===== src/rtl/cpu_pkg.sv =====
// Shared types for the CPU controller slice.
//   opcode_t : 3-bit instruction opcode, also used by the ALU
//   phase_t  : the eight instruction phases, in counting order
//   is_aluop : true for opcodes that read an operand and load the accumulator
package cpu_pkg;

    typedef enum logic [2:0] {
        HLT = 3'd0,
        SKZ = 3'd1,
        ADD = 3'd2,
        AND = 3'd3,
        XOR = 3'd4,
        LDA = 3'd5,
        STO = 3'd6,
        JMP = 3'd7
    } opcode_t;

    typedef enum logic [2:0] {
        INST_ADDR  = 3'd0,
        INST_FETCH = 3'd1,
        INST_LOAD  = 3'd2,
        IDLE       = 3'd3,
        OP_ADDR    = 3'd4,
        OP_FETCH   = 3'd5,
        ALU_OP     = 3'd6,
        STORE      = 3'd7
    } phase_t;

    function automatic logic is_aluop(input opcode_t op);
        return op inside {ADD, AND, XOR, LDA};
    endfunction

endpackage


===== src/rtl/cpu_phase_counter.sv =====
// Phase sequencer for the CPU controller.
// Steps INST_ADDR..STORE once per clock and wraps. A HLT request (raised by the
// decoder in OP_ADDR) sets the sticky halted flag, which freezes the phase at
// OP_ADDR until rst.
// Optional feature (macro CPU_CTRL_STEP_EN): with step_mode=1 the counter waits
// in INST_ADDR for a step pulse, then runs exactly one instruction.
// Ports:
//   clk, rst          clock, asynchronous active-high reset
//   hlt_req           HLT decoded in OP_ADDR this cycle
//   step, step_mode   single-step controls (CPU_CTRL_STEP_EN only)
//   phase             current phase
//   halted            halted state
module cpu_phase_counter
    import cpu_pkg::*;
(
    input  logic   clk,
    input  logic   rst,
    input  logic   hlt_req,
`ifdef CPU_CTRL_STEP_EN
    input  logic   step,
    input  logic   step_mode,
`endif
    output phase_t phase,
    output logic   halted
);

    phase_t phase_q, phase_d;
    logic   halted_q, halted_d;
    logic   advance;

    always_comb begin
`ifdef CPU_CTRL_STEP_EN
        // Only INST_ADDR is gated, so a started instruction always completes.
        advance = !step_mode || (phase_q != INST_ADDR) || step;
`else
        advance = 1'b1;
`endif
        phase_d  = phase_q;
        halted_d = halted_q;
        if (!halted_q) begin
            if (hlt_req) begin
                halted_d = 1'b1;
            end else if (advance) begin
                phase_d = phase_t'(phase_q + 3'd1);
            end
        end
    end

    always_ff @(posedge clk or posedge rst) begin
        if (rst) begin
            phase_q  <= INST_ADDR;
            halted_q <= 1'b0;
        end else begin
            phase_q  <= phase_d;
            halted_q <= halted_d;
        end
    end

    assign phase  = phase_q;
    assign halted = halted_q;

endmodule


===== src/rtl/cpu_controller.sv =====
// CPU control unit: decodes the registered phase, opcode and zero flag into
// the datapath strobes with no added latency.
// Optional feature: define CPU_CTRL_STEP_EN to add step/step_mode inputs for
// single-instruction stepping.
// Ports:
//   clk, rst      clock, asynchronous active-high reset
//   opcode        instruction opcode (OPCODE_W bits, only 3 supported)
//   zero          ALU accumulator-is-zero flag, used in ALU_OP only
//   sel           address mux select (1 = PC, 0 = IR operand)
//   rd, wr        memory read / write
//   ld_ir, ld_ac, ld_pc, inc_pc   register load / increment strobes
//   halt          processor halted
//   data_e        accumulator drives the data bus
//   phase         current phase, for debug
module cpu_controller
    import cpu_pkg::*;
#(
    parameter int unsigned OPCODE_W = 3
) (
    input  logic                clk,
    input  logic                rst,
    input  logic [OPCODE_W-1:0] opcode,
    input  logic                zero,
`ifdef CPU_CTRL_STEP_EN
    input  logic                step,
    input  logic                step_mode,
`endif
    output logic                sel,
    output logic                rd,
    output logic                ld_ir,
    output logic                halt,
    output logic                inc_pc,
    output logic                ld_ac,
    output logic                ld_pc,
    output logic                wr,
    output logic                data_e,
    output logic [2:0]          phase
);

    opcode_t op;
    phase_t  phase_cur;
    logic    halted;
    logic    aluop;
    logic    hlt_req;

    assign op      = opcode_t'(opcode);
    assign aluop   = is_aluop(op);
    assign hlt_req = (phase_cur == OP_ADDR) && (op == HLT);

    cpu_phase_counter u_phase_counter (
        .clk       (clk),
        .rst       (rst),
        .hlt_req   (hlt_req),
`ifdef CPU_CTRL_STEP_EN
        .step      (step),
        .step_mode (step_mode),
`endif
        .phase     (phase_cur),
        .halted    (halted)
    );

    assign phase = phase_cur;

    always_comb begin
        sel    = 1'b0;
        rd     = 1'b0;
        ld_ir  = 1'b0;
        halt   = 1'b0;
        inc_pc = 1'b0;
        ld_ac  = 1'b0;
        ld_pc  = 1'b0;
        wr     = 1'b0;
        data_e = 1'b0;
        if (halted) begin
            halt = 1'b1;
        end else begin
            unique case (phase_cur)
                INST_ADDR: begin
                    sel = 1'b1;
                end
                INST_FETCH: begin
                    sel = 1'b1;
                    rd  = 1'b1;
                end
                INST_LOAD, IDLE: begin
                    sel   = 1'b1;
                    rd    = 1'b1;
                    ld_ir = 1'b1;
                end
                OP_ADDR: begin
                    // PC still increments in the cycle HLT is decoded.
                    inc_pc = 1'b1;
                    halt   = (op == HLT);
                end
                OP_FETCH: begin
                    rd = aluop;
                end
                ALU_OP: begin
                    rd     = aluop;
                    inc_pc = (op == SKZ) && zero;
                    ld_pc  = (op == JMP);
                    data_e = (op == STO);
                end
                STORE: begin
                    rd     = aluop;
                    ld_ac  = aluop;
                    ld_pc  = (op == JMP);
                    data_e = (op == STO);
                    wr     = (op == STO);
                end
                default: ;
            endcase
        end
    end

endmodule


===== config.mk =====
export PLATFORM = sky130hd
export DESIGN_NAME = cpu_controller
export DESIGN_NICKNAME = d
export VERILOG_FILES = /design/src/rtl/cpu_pkg.sv /design/src/rtl/cpu_phase_counter.sv /design/src/rtl/cpu_controller.sv
export SDC_FILE = /design/constraint.sdc
export NUM_CORES = 1
export LEC_CHECK = 0
export ABC_AREA = 1
export BUFFER_PORTS_ARGS = -buffer_cell sky130_fd_sc_hd__buf_2
export CAP_MARGIN = 25
export CORE_AREA = 2 2 39 41
export CTS_BUF_LIST = sky130_fd_sc_hd__clkbuf_8 sky130_fd_sc_hd__clkbuf_16
export CTS_CLUSTER_DIAMETER = 40
export DETAILED_ROUTE_END_ITERATION = 12
export DIE_AREA = 0 0 41 43
export GPL_TIMING_DRIVEN = 0
export HOLD_SLACK_MARGIN = 0.12
export SLEW_MARGIN = 10
export SYNTH_ARGS = -nofsm -noshare
export SYNTH_HDL_FRONTEND = slang
export SYNTH_SLANG_ARGS = --single-unit

===== constraint.sdc =====
create_clock -name clk -period 1.6 [get_ports clk]
set_input_delay 0.32 -clock clk [delete_from_list [all_inputs] [get_ports clk]]
set_output_delay 0.32 -clock clk [all_outputs]
set_load 0.02 [all_outputs]

# Yosys cells after proc, flatten, opt, wreduce, memory -nomap -nowiden
# Cells that the tools add are included.
[classes]
add_sub_neg = 1
eq_ne = 14
mux = 20
n_bitwise = 2
reduce_logical = 11
[ops]
columns = ["operator", "count"]
rows = [
  ["$eq 3x3->1 const B", 8],
  ["$mux 1", 18],
  ["$eq 3x2->1 const B", 4],
  ["$eq 3x1->1 const B", 2],
  ["$logic_not 3->1", 2],
  ["$reduce_or 3->1", 2],
  ["$pmux 1 s2", 2],
  ["$reduce_bool 4->1", 1],
  ["$reduce_or 2->1", 2],
  ["$reduce_or 4->1", 1],
  ["$add 3x1->3 const B", 1],
  ["$logic_and 1x1->1", 2],
  ["$not 1->1", 2],
  ["$reduce_and 2->1", 1],
]
[totals]
register_bits = 4
output_inout_bits = 12
word_cells = 50

# Logic depth before layout (Yosys ltp)
# Gate-level depths: netlist of run 1.
[logic_depth]
word_depth = 4
depth_mapped = 8
ltp_nobuf = 8

# Cells and area by module
# A second synthesis of run 1 with hierarchy kept.
[unflattened]
hier_cells = 58
area_unflattened_um2 = 326.6
[modules_own_cells]
columns = ["module", "instances", "cells_per_inst", "area_per_inst_um2", "seq_area_each_um2"]
rows = [
  ["cpu_phase_counter", 1, 20, 172.7, 100.1],
  ["cpu_controller", 1, 38, 153.9, 0.0],
]

# Worst setup path before layout of run 1
# Ideal clock, no wire load.
[synth_path]
path_type = "reg-to-output"
start = "register u_phase_counter.phase_q[0] (netlist: u_phase_counter.phase[0])"
end = "output port data_e"
arrival_ns = 1.427
slack_ns = -0.147
stages_incl_launch_ff = 7
cell_sequence = "dfrtp_1 > inv_1 > ha_1 > nand2_1 > clkinv_1 > nor2_1 > nor3_1"
[synth_via]
elab_chain_len = 4
[synth_lines]
columns = ["item", "line_no", "source"]
rows = [
  ["from (decl)", "cpu_phase_counter.sv:27", "phase_t phase_q, phase_d;"],
  ["from (signal assigned)", "cpu_phase_counter.sv:54", "phase_q <= phase_d;"],
  ["$eq 3x3->1", "cpu_controller.sv:77", "unique case (phase_cur)"],
  ["$reduce_or 2->1 (no line) *", "--", ""],
  ["$mux 1 *", "--", ""],
  ["$mux 1 *", "cpu_controller.sv:74", "if (halted) begin"],
  ["to (decl)", "cpu_controller.sv:36", "output logic data_e,"],
]
# Every way passes the cells marked *; elsewhere a longest branch is shown, timed or not.

# Final worst setup path of run 1
# Same ends and word-level chain as after synthesis.

==> results of run 1 <==
[final timing paths]
kind | end | slack [ns] | cells after the start
max | data_e | -0.15 | 7
min | u_phase_counter.phase[1] | 0.55 | 3
max reg2reg | u_phase_counter.phase[1] | 0.26 | 8
min reg2reg | u_phase_counter.phase[2] | 0.61 | 2
max in group asynchronous | u_phase_counter.phase[2] | 0.88 | 3
min in group clk | u_phase_counter.halted | 0.57 | 5
[cells by family (layout without fill, tap and decap cells)]
| group | after synthesis | after routing | share of synthesized area (%) |
|---|---|---|---|
| DFF | 4 | 4 | 24.7 |
| adders and majority gates | 6 | 6 | 18.5 |
| AOI/OAI and AO/OA | 5 | 5 | 6.17 |
| and+or+nand+nor | 37 | 37 | 40.4 |
| buffers and inverters | 11 | 41 | 10.2 |
[Yosys cell counts, drive strengths merged]
cell,number
a21oi,5
clkinv,1
dfrtp,4
ha,6
inv,10
nand2,22
nand3,5
nand3b,1
nor2,7
nor3,2
[cells in the final DEF (no fill, tap or decap)]
| master | n |
|---|---|
| nand2_4 | 2 |
| inv_1 | 7 |
| inv_2 | 3 |
| dlygate4sd3_1 | 1 |
| ha_1 | 1 |
| dfrtp_2 | 3 |
| buf_2 | 10 |
| nand2_2 | 4 |
| nor2_2 | 3 |
| nand3b_1 | 1 |
| buf_6 | 5 |
| nor3_1 | 2 |
| ha_4 | 4 |
| clkbuf_8 | 3 |
| dfrtp_1 | 1 |
| nand2_1 | 16 |
| ha_2 | 1 |
| inv_4 | 2 |
| nor2_1 | 3 |
| a21oi_2 | 5 |
| nor2_4 | 1 |
| buf_4 | 10 |
| nand3_1 | 5 |
[critical path, stage by stage (launching register included)]
cell and delay [ns]:
dfrtp_2 0.44, inv_4 0.10, ha_4 0.14, nand2_2 0.06, inv_2 0.07, nor2_2 0.04, nor3_1 0.17, buf_2 0.19
[power groups by stage]
stage	sequential (mW)	clock (mW)	combinational, mW
2_1_floorplan	0.103	0	0.00873
3_3_place_gp	0.103	0	0.0189
3_5_place_dp	0.103	0	0.0196
4_1_cts	0.102	0.224	0.0216
5_1_grt	0.102	0.237	0.0246
6_report	0.102	0.215	0.0215
[registers in the layout, indices dropped and copies added (netlist names)]
signal / cells
u_phase_counter.phase: 3
u_phase_counter.halted: 1
[what timing repair did]
item                                    CTS  global route
hold endpoints to repair                  4             0
endpoints found under the setup margin    9             9
hold buffers                              1             0
buffers inserted                          5             3
resized for setup                        18            23
pin swaps                                 4             6
[metal layers]
layer	share of wire [%]	vias to the layer above	routed length, um	track usage, %
met5	0	-	0	0
met4	0	0	0	8.00
met3	4.8	0	51	1.57
met2	54	15	573	23.4
met1	41	219	441	15.0
li1	-	253	-	-
[cell type report]
cell class,instances,area share [%]
repair buffers,26,24.9
well taps,16,2.60
inverters,11,6.02
clock inverters,1,0.488
clock buffers,3,5.37
multi-input cells,48,47.2
flip-flops and latches,4,13.5
[metrics by stage]
| stage | hold slack [ns] | power (mW) |
|---|---|---|
| final | 0.546 | 0.338 |
| after global routing | 0.557 | 0.363 |
| after CTS | 0.480 | 0.347 |
| after detailed placement | 0.209 | 0.123 |
| after global placement | 0.203 | 0.122 |
| after floorplan | 0.0860 | 0.112 |
==> metrics.log, run 1 <==
[metrics] clock transition at the register clock pins on the worst setup and hold paths after CTS: 0.03 ns
[metrics] data arrival time of the critical path: 1.43 ns
[metrics] portion of the post-synthesis area used by sequential elements: 24.7%
[metrics] core area: 1380 um^2
[metrics] maximum frequency from static timing analysis: 572 MHz
[metrics] root buffer selected by CTS: clkbuf_8
[metrics] DRC Markers: 0
[metrics] final setup slack of the worst path: -0.148 ns
[metrics] endpoint type of the worst setup path: output pin
[metrics] final design area excluding fillers: 769 um^2
[metrics] Die X-Extent: 41 um
[metrics] final non-filler cell total: 109
[metrics] relative slew slack: 83.3%
[metrics] post-placement cell count: 96
[metrics] portion of the clock cycle consumed by the worst path in the final layout: 109%
[metrics] initial core utilization: 29.3%
[metrics] layout filler cell count: 141
[metrics] Setup-failing EPs final: 8
[metrics] share of final-layout standard cells stronger than drive strength 1: 60.2%
[metrics] Worst Max-Slew Pin Slew: 0.251 ns
[metrics] TritonCTS clock tree: built
[metrics] buffer depth of the longest clock path: 2
[metrics] Routed WL per cell: 9.77 um
[metrics] count of cell types in the netlist: 13
[metrics] via count of the first global-routing pass: 423
[metrics] full die area: 1760 um^2
[metrics] initial antenna violation count: 0
[metrics] crit-path max FO: 3
[metrics] violations in the final reports: negative setup slack
[metrics] Sequential cell area: 104 um^2
[metrics] number of top-level pins: 18
[metrics] DP Wirelength: 742 um
[metrics] Post-Syn Nets: 75
[metrics] layout-stage area growth over the synthesis result: 89.8%
[metrics] row cnt: 14
[metrics] pwr/cell area: 440 nW/um^2
[metrics] Detail Route Antenna Nets: 0
[metrics] worst slack after detailed placement: -0.0582 ns
[metrics] buffers added on ports: 17
[metrics] RSZ-0062 raised after global routing: yes
[metrics] required time reported for the critical path endpoint: 1.28 ns
[metrics] top cell type's share of synthesized area: 24.7%
[metrics] clock net sink count: 4
[metrics] Int Pwr: 0.275 mW
[metrics] gpl congestion: 0.724
[metrics] clock power share: 63.6%
[metrics] CTS Buf Count: 3
[metrics] maximum number of pins on one net before global-route repair: 10
[metrics] worst-case clock skew: 0.00343 ns
[metrics] DP Area: 523 um^2
[metrics] worst ir drop on vdd: 419 uV
[metrics] type of the most critical hold path: in -> async
[metrics] result of the run: finished, violations left
[metrics] number of vias per cell after detailed routing: 4.47
[metrics] area occupied by multi-input gates: 363 um^2
[metrics] number of design-rule violations left by the first detailed-router iteration: 3
[metrics] switching part of the total power: 18.9%
[metrics] Crit Reg-Reg Startpoint: u_phase_counter.phase[1]
[metrics] sum of routed wire length over all layers: 1070 um
[metrics] share of the core filled with cells in the final layout: 55.6%
[metrics] Cell Area, Synth: 405 um^2
[metrics] GR Util All Layers: 13.7%
[metrics] overall via count from detail_route: 487
[metrics] Cells after Synth: 63
[metrics] start point of the critical path: u_phase_counter.phase[0]
[metrics] synthesized flop and latch total: 4
[metrics] fin. max-slew vios: 0
[metrics] Antenna diodes: 0
[metrics] number of nets in the finished design: 106
[metrics] cell type with the largest total area after synthesis: dfrtp_1
[metrics] leakage power of the design: 0.387 nW
[metrics] Total Negative Setup Slacks: -0.824 ns
[metrics] fraction of power consumed by combinational cells: 6.4%
[metrics] detailed-router iteration count before antenna repair: 2
[metrics] total of max-cap violations: 0
[metrics] htree depth: 1
[metrics] clock network latency to the later pin of the worst-skew pair: 0.22 ns
[metrics] critical path class: reg -> out
[metrics] die span in y: 43 um
[metrics] Worst Setup Start Kind: flop
[metrics] Synth Area per Inst: 6.43 um^2
[metrics] Final Critical Period: 1.75 ns
[metrics] most area-consuming cells after synthesis: dfrtp_1 25%, ha_1 19%, nand2_1 19%, inv_1 9.3%, a21oi_1 6.2%
[metrics] switching power total: 0.0639 mW
[metrics] relative contribution of sequential cells to total power: 30.1%
[metrics] number of endpoints with negative hold slack in the final report: 0
[metrics] count of warnings emitted by yosys: 0
[metrics] residual overflow from global routing: 0
[metrics] wire length of the first global-routing pass: 1610 um
No activity file was read; power rests on OpenSTA's default activity.
==> run 2: changes to the inputs <==
Settings changed: CORE_AREA 2 2 39 41 to 5 5 42 44, DIE_AREA 0 0 41 43 to 0 0 47 49.
==> run 2 against run 1 <==
Against the previous run: the run still ends with negative setup slack left; core utilization down 1.8 points; critical path depth did not move; sequential share of layout area is 0.27 points higher; clock skew rose by 0.00076 ns; largest power group unchanged; die area is 31% higher; power increased by 0.74%; non-clock buffer count down 1; clock-buffer cell count unchanged; largest cell class unchanged.
==> metrics.log, run 2 (synthesis gave the netlist of run 1 again) <==
[metrics] Crit Reg-Reg Startpoint: u_phase_counter.phase[0]
[metrics] Worst Max-Slew Pin Slew: 0.275 ns (+0.0244 ns)
[metrics] Setup-failing EPs final: 9 (+1)
[metrics] root buffer selected by CTS: clkbuf_8
[metrics] full die area: 2300 um^2 (+31%)
[metrics] depth of the most critical reg-to-reg path: 8 (unchanged)
[metrics] worst-case clock skew: 0.00419 ns (+0.000760 ns)
[metrics] buffer depth of the longest clock path: 2 (unchanged)
[metrics] maximum number of pins on one net before global-route repair: 7 (-3)
[metrics] pwr/cell area: 452 nW/um^2 (+2.7%)
[metrics] number of top-level pins: 18 (unchanged)
[metrics] data arrival time of the critical path: 1.44 ns (about the same)
[metrics] post-placement cell count: 96 (unchanged)
[metrics] share of final-layout standard cells stronger than drive strength 1: 58.7% (-1.5 points)
[metrics] number of vias per cell after detailed routing: 4.46 (-0.11%)
[metrics] sum of routed wire length over all layers: 1130 um (+6.2%)
[metrics] end of the worst hold path: u_phase_counter.halted
[metrics] Min-Delay Path Depth: 4
[metrics] number of design-rule violations left by the first detailed-router iteration: 7 (+4)
[metrics] DRC Markers: 0 (unchanged)
[metrics] initial antenna violation count: 0 (unchanged)
[metrics] portion of the clock cycle consumed by the worst path in the final layout: 110% (+0.70 points)
[metrics] die span in y: 49 um (+14%)
[metrics] GR Util All Layers: 11.7% (-2.0 points)
[metrics] gpl congestion: 0.739 (+2.0%)
[metrics] wire length of the first global-routing pass: 2010 um (+25%)
[metrics] TritonCTS clock tree: built
[metrics] most frequent cells in the layout: 17 x nand2_1, 10 x buf_4, 9 x buf_2
[metrics] clock network latency to the later pin of the worst-skew pair: 0.22 ns (about the same)
[metrics] Die X-Extent: 47 um (+15%)
[metrics] endpoint type of the worst setup path: output pin
[metrics] Antenna diodes: 0 (unchanged)
[metrics] layout-stage area growth over the synthesis result: 86.1%
[metrics] worst ir drop on vdd: 359 uV (-14%)
[metrics] result of the run: finished, violations left
[metrics] leakage power of the design: 0.399 nW (+3.0%)
[metrics] htree depth: 1 (unchanged)
[metrics] RSZ-0062 raised after global routing: yes
[metrics] reg-to-reg endpoint: u_phase_counter.phase[2]
[metrics] initial core utilization: 28.9% (-0.37 points)
[metrics] crit-path max FO: 4 (+1)
[metrics] Register-to-Register Setup Slack: 0.24 ns (-0.02 ns)
[metrics] final setup slack of the worst path: -0.159 ns (-0.0113 ns)
[metrics] fin. max-slew vios: 0 (unchanged)
[metrics] type of the most critical hold path: in -> reg
[metrics] Detail Route Antenna Nets: 0 (unchanged)
[metrics] clock transition at the register clock pins on the worst setup and hold paths after CTS: 0.03 ns (about the same)
[metrics] max reg flops: 3 (unchanged)
[metrics] Final Critical Period: 1.76 ns (+0.0113 ns)
[metrics] Worst Setup Start Kind: flop
[metrics] total of max-cap violations: 0 (unchanged)
[metrics] final-layout worst hold slack: 0.472 ns (-0.0743 ns)
[metrics] core area: 1400 um^2 (+1.3%)
[metrics] Routed WL per cell: 10.5 um (+7.2%)
[metrics] row cnt: 14 (unchanged)
[metrics] number of nets in the finished design: 105 (-0.94%)
[metrics] residual overflow from global routing: 0 (unchanged)
[metrics] DP Wirelength: 800 um (+7.9%)
[metrics] critical path class: reg -> out
[metrics] required time reported for the critical path endpoint: 1.28 ns (about the same)
[metrics] detailed-router iteration count before antenna repair: 2 (unchanged)
[metrics] final non-filler cell total: 108 (-0.92%)
[metrics] via count of the first global-routing pass: 485 (+15%)
[metrics] clock net sink count: 4 (unchanged)
[metrics] number of endpoints with negative hold slack in the final report: 0 (unchanged)
[metrics] hold wc startpoint: opcode[0]
[metrics] CTS Buf Count: 3 (unchanged)
[metrics] maximum frequency from static timing analysis: 568 MHz (-0.64%)
[metrics] buffers added on ports: 17 (unchanged)
[metrics] overall via count from detail_route: 482 (-1.0%)
[metrics] relative slew slack: 81.7% (-1.6 points)
[metrics] violations in the final reports: negative setup slack
[metrics] most common library cell in the layout ignoring fill and taps: nand2_1
==> run 2: worst max-delay path by stage <==
stage,startpoint,end,depth (start not counted)
2_1_floorplan,u_phase_counter.phase[0],data_e,6
3_5_place_dp,u_phase_counter.phase[0],sel,7
4_1_cts,u_phase_counter.phase[1],sel,7
5_1_grt,u_phase_counter.phase[0],inc_pc,7
6_report,u_phase_counter.phase[0],sel,7
3_3_place_gp,u_phase_counter.phase[0],sel,7
==> run 2: repair_timing <==
action | 4_1_cts | 5_1_grt
hold buffers | 1 | 0
gates resized for setup | 23 | 17
setup endpoints to repair | 9 | 9
pin swaps | 4 | 5
endpoints found under the hold margin | 4 | 0
buffers inserted | 7 | 0
==> run 2: layer usage <==
| metal | global-route usage [%] | vias up | part of all wire [%] |
|---|---|---|---|
| met2 | 19.9 | 11 | 53 |
| li1 | - | 253 | - |
| met5 | 0 | - | 0 |
| met4 | 5.53 | 0 | 1.9 |
| met3 | 2.58 | 3 | 3.6 |
| met1 | 13.1 | 215 | 41 |
==> run 2: per-stage QoR <==
stage / setup WS [ns] / util [%] / instance area (um^2) / total power [mW] / setup TNS (ns)
4_1_cts: -0.167 / 49.5 / 693 / 0.346 / -0.968
6_report: -0.159 / 53.8 / 754 / 0.341 / -1.04
2_1_floorplan: -0.105 / - / 418 / 0.112 / -0.210
3_3_place_gp: -0.0708 / 37.3 / 523 / 0.122 / -0.167
3_5_place_dp: -0.0885 / 37.3 / 523 / 0.122 / -0.212
5_1_grt: -0.235 / 53.8 / 754 / 0.367 / -1.75
==> run 2: layout make-up <==
type                    count  area, um^2
repair buffers             25         186
clock buffers               3        41.3
flip-flops and latches      4         104
well taps                  16        20.0
clock inverters             1        3.75
multi-input cells          48         353
inverters                  11        46.3
fillers                   155         647
==> run 2: worst max-delay path, cell delays in order, from the launching register on <==
cell and delay (ns):
dfrtp_2 0.45, buf_4 0.16, ha_1 0.18, inv_1 0.06, nor2_2 0.04, nor2_4 0.13
a21oi_2 0.07, buf_6 0.14
==> run 2: power breakdown <==
| group | total (mW) | leakage [nW] | switching [mW] | internal, mW |
|---|---|---|---|---|
| registers | 0.102 | 0.0457 | 0 | 0.102 |
| logic | 0.0219 | 0.326 | 0.0127 | 0.00923 |
| clock network | 0.217 | 0.0269 | 0.0536 | 0.164 |
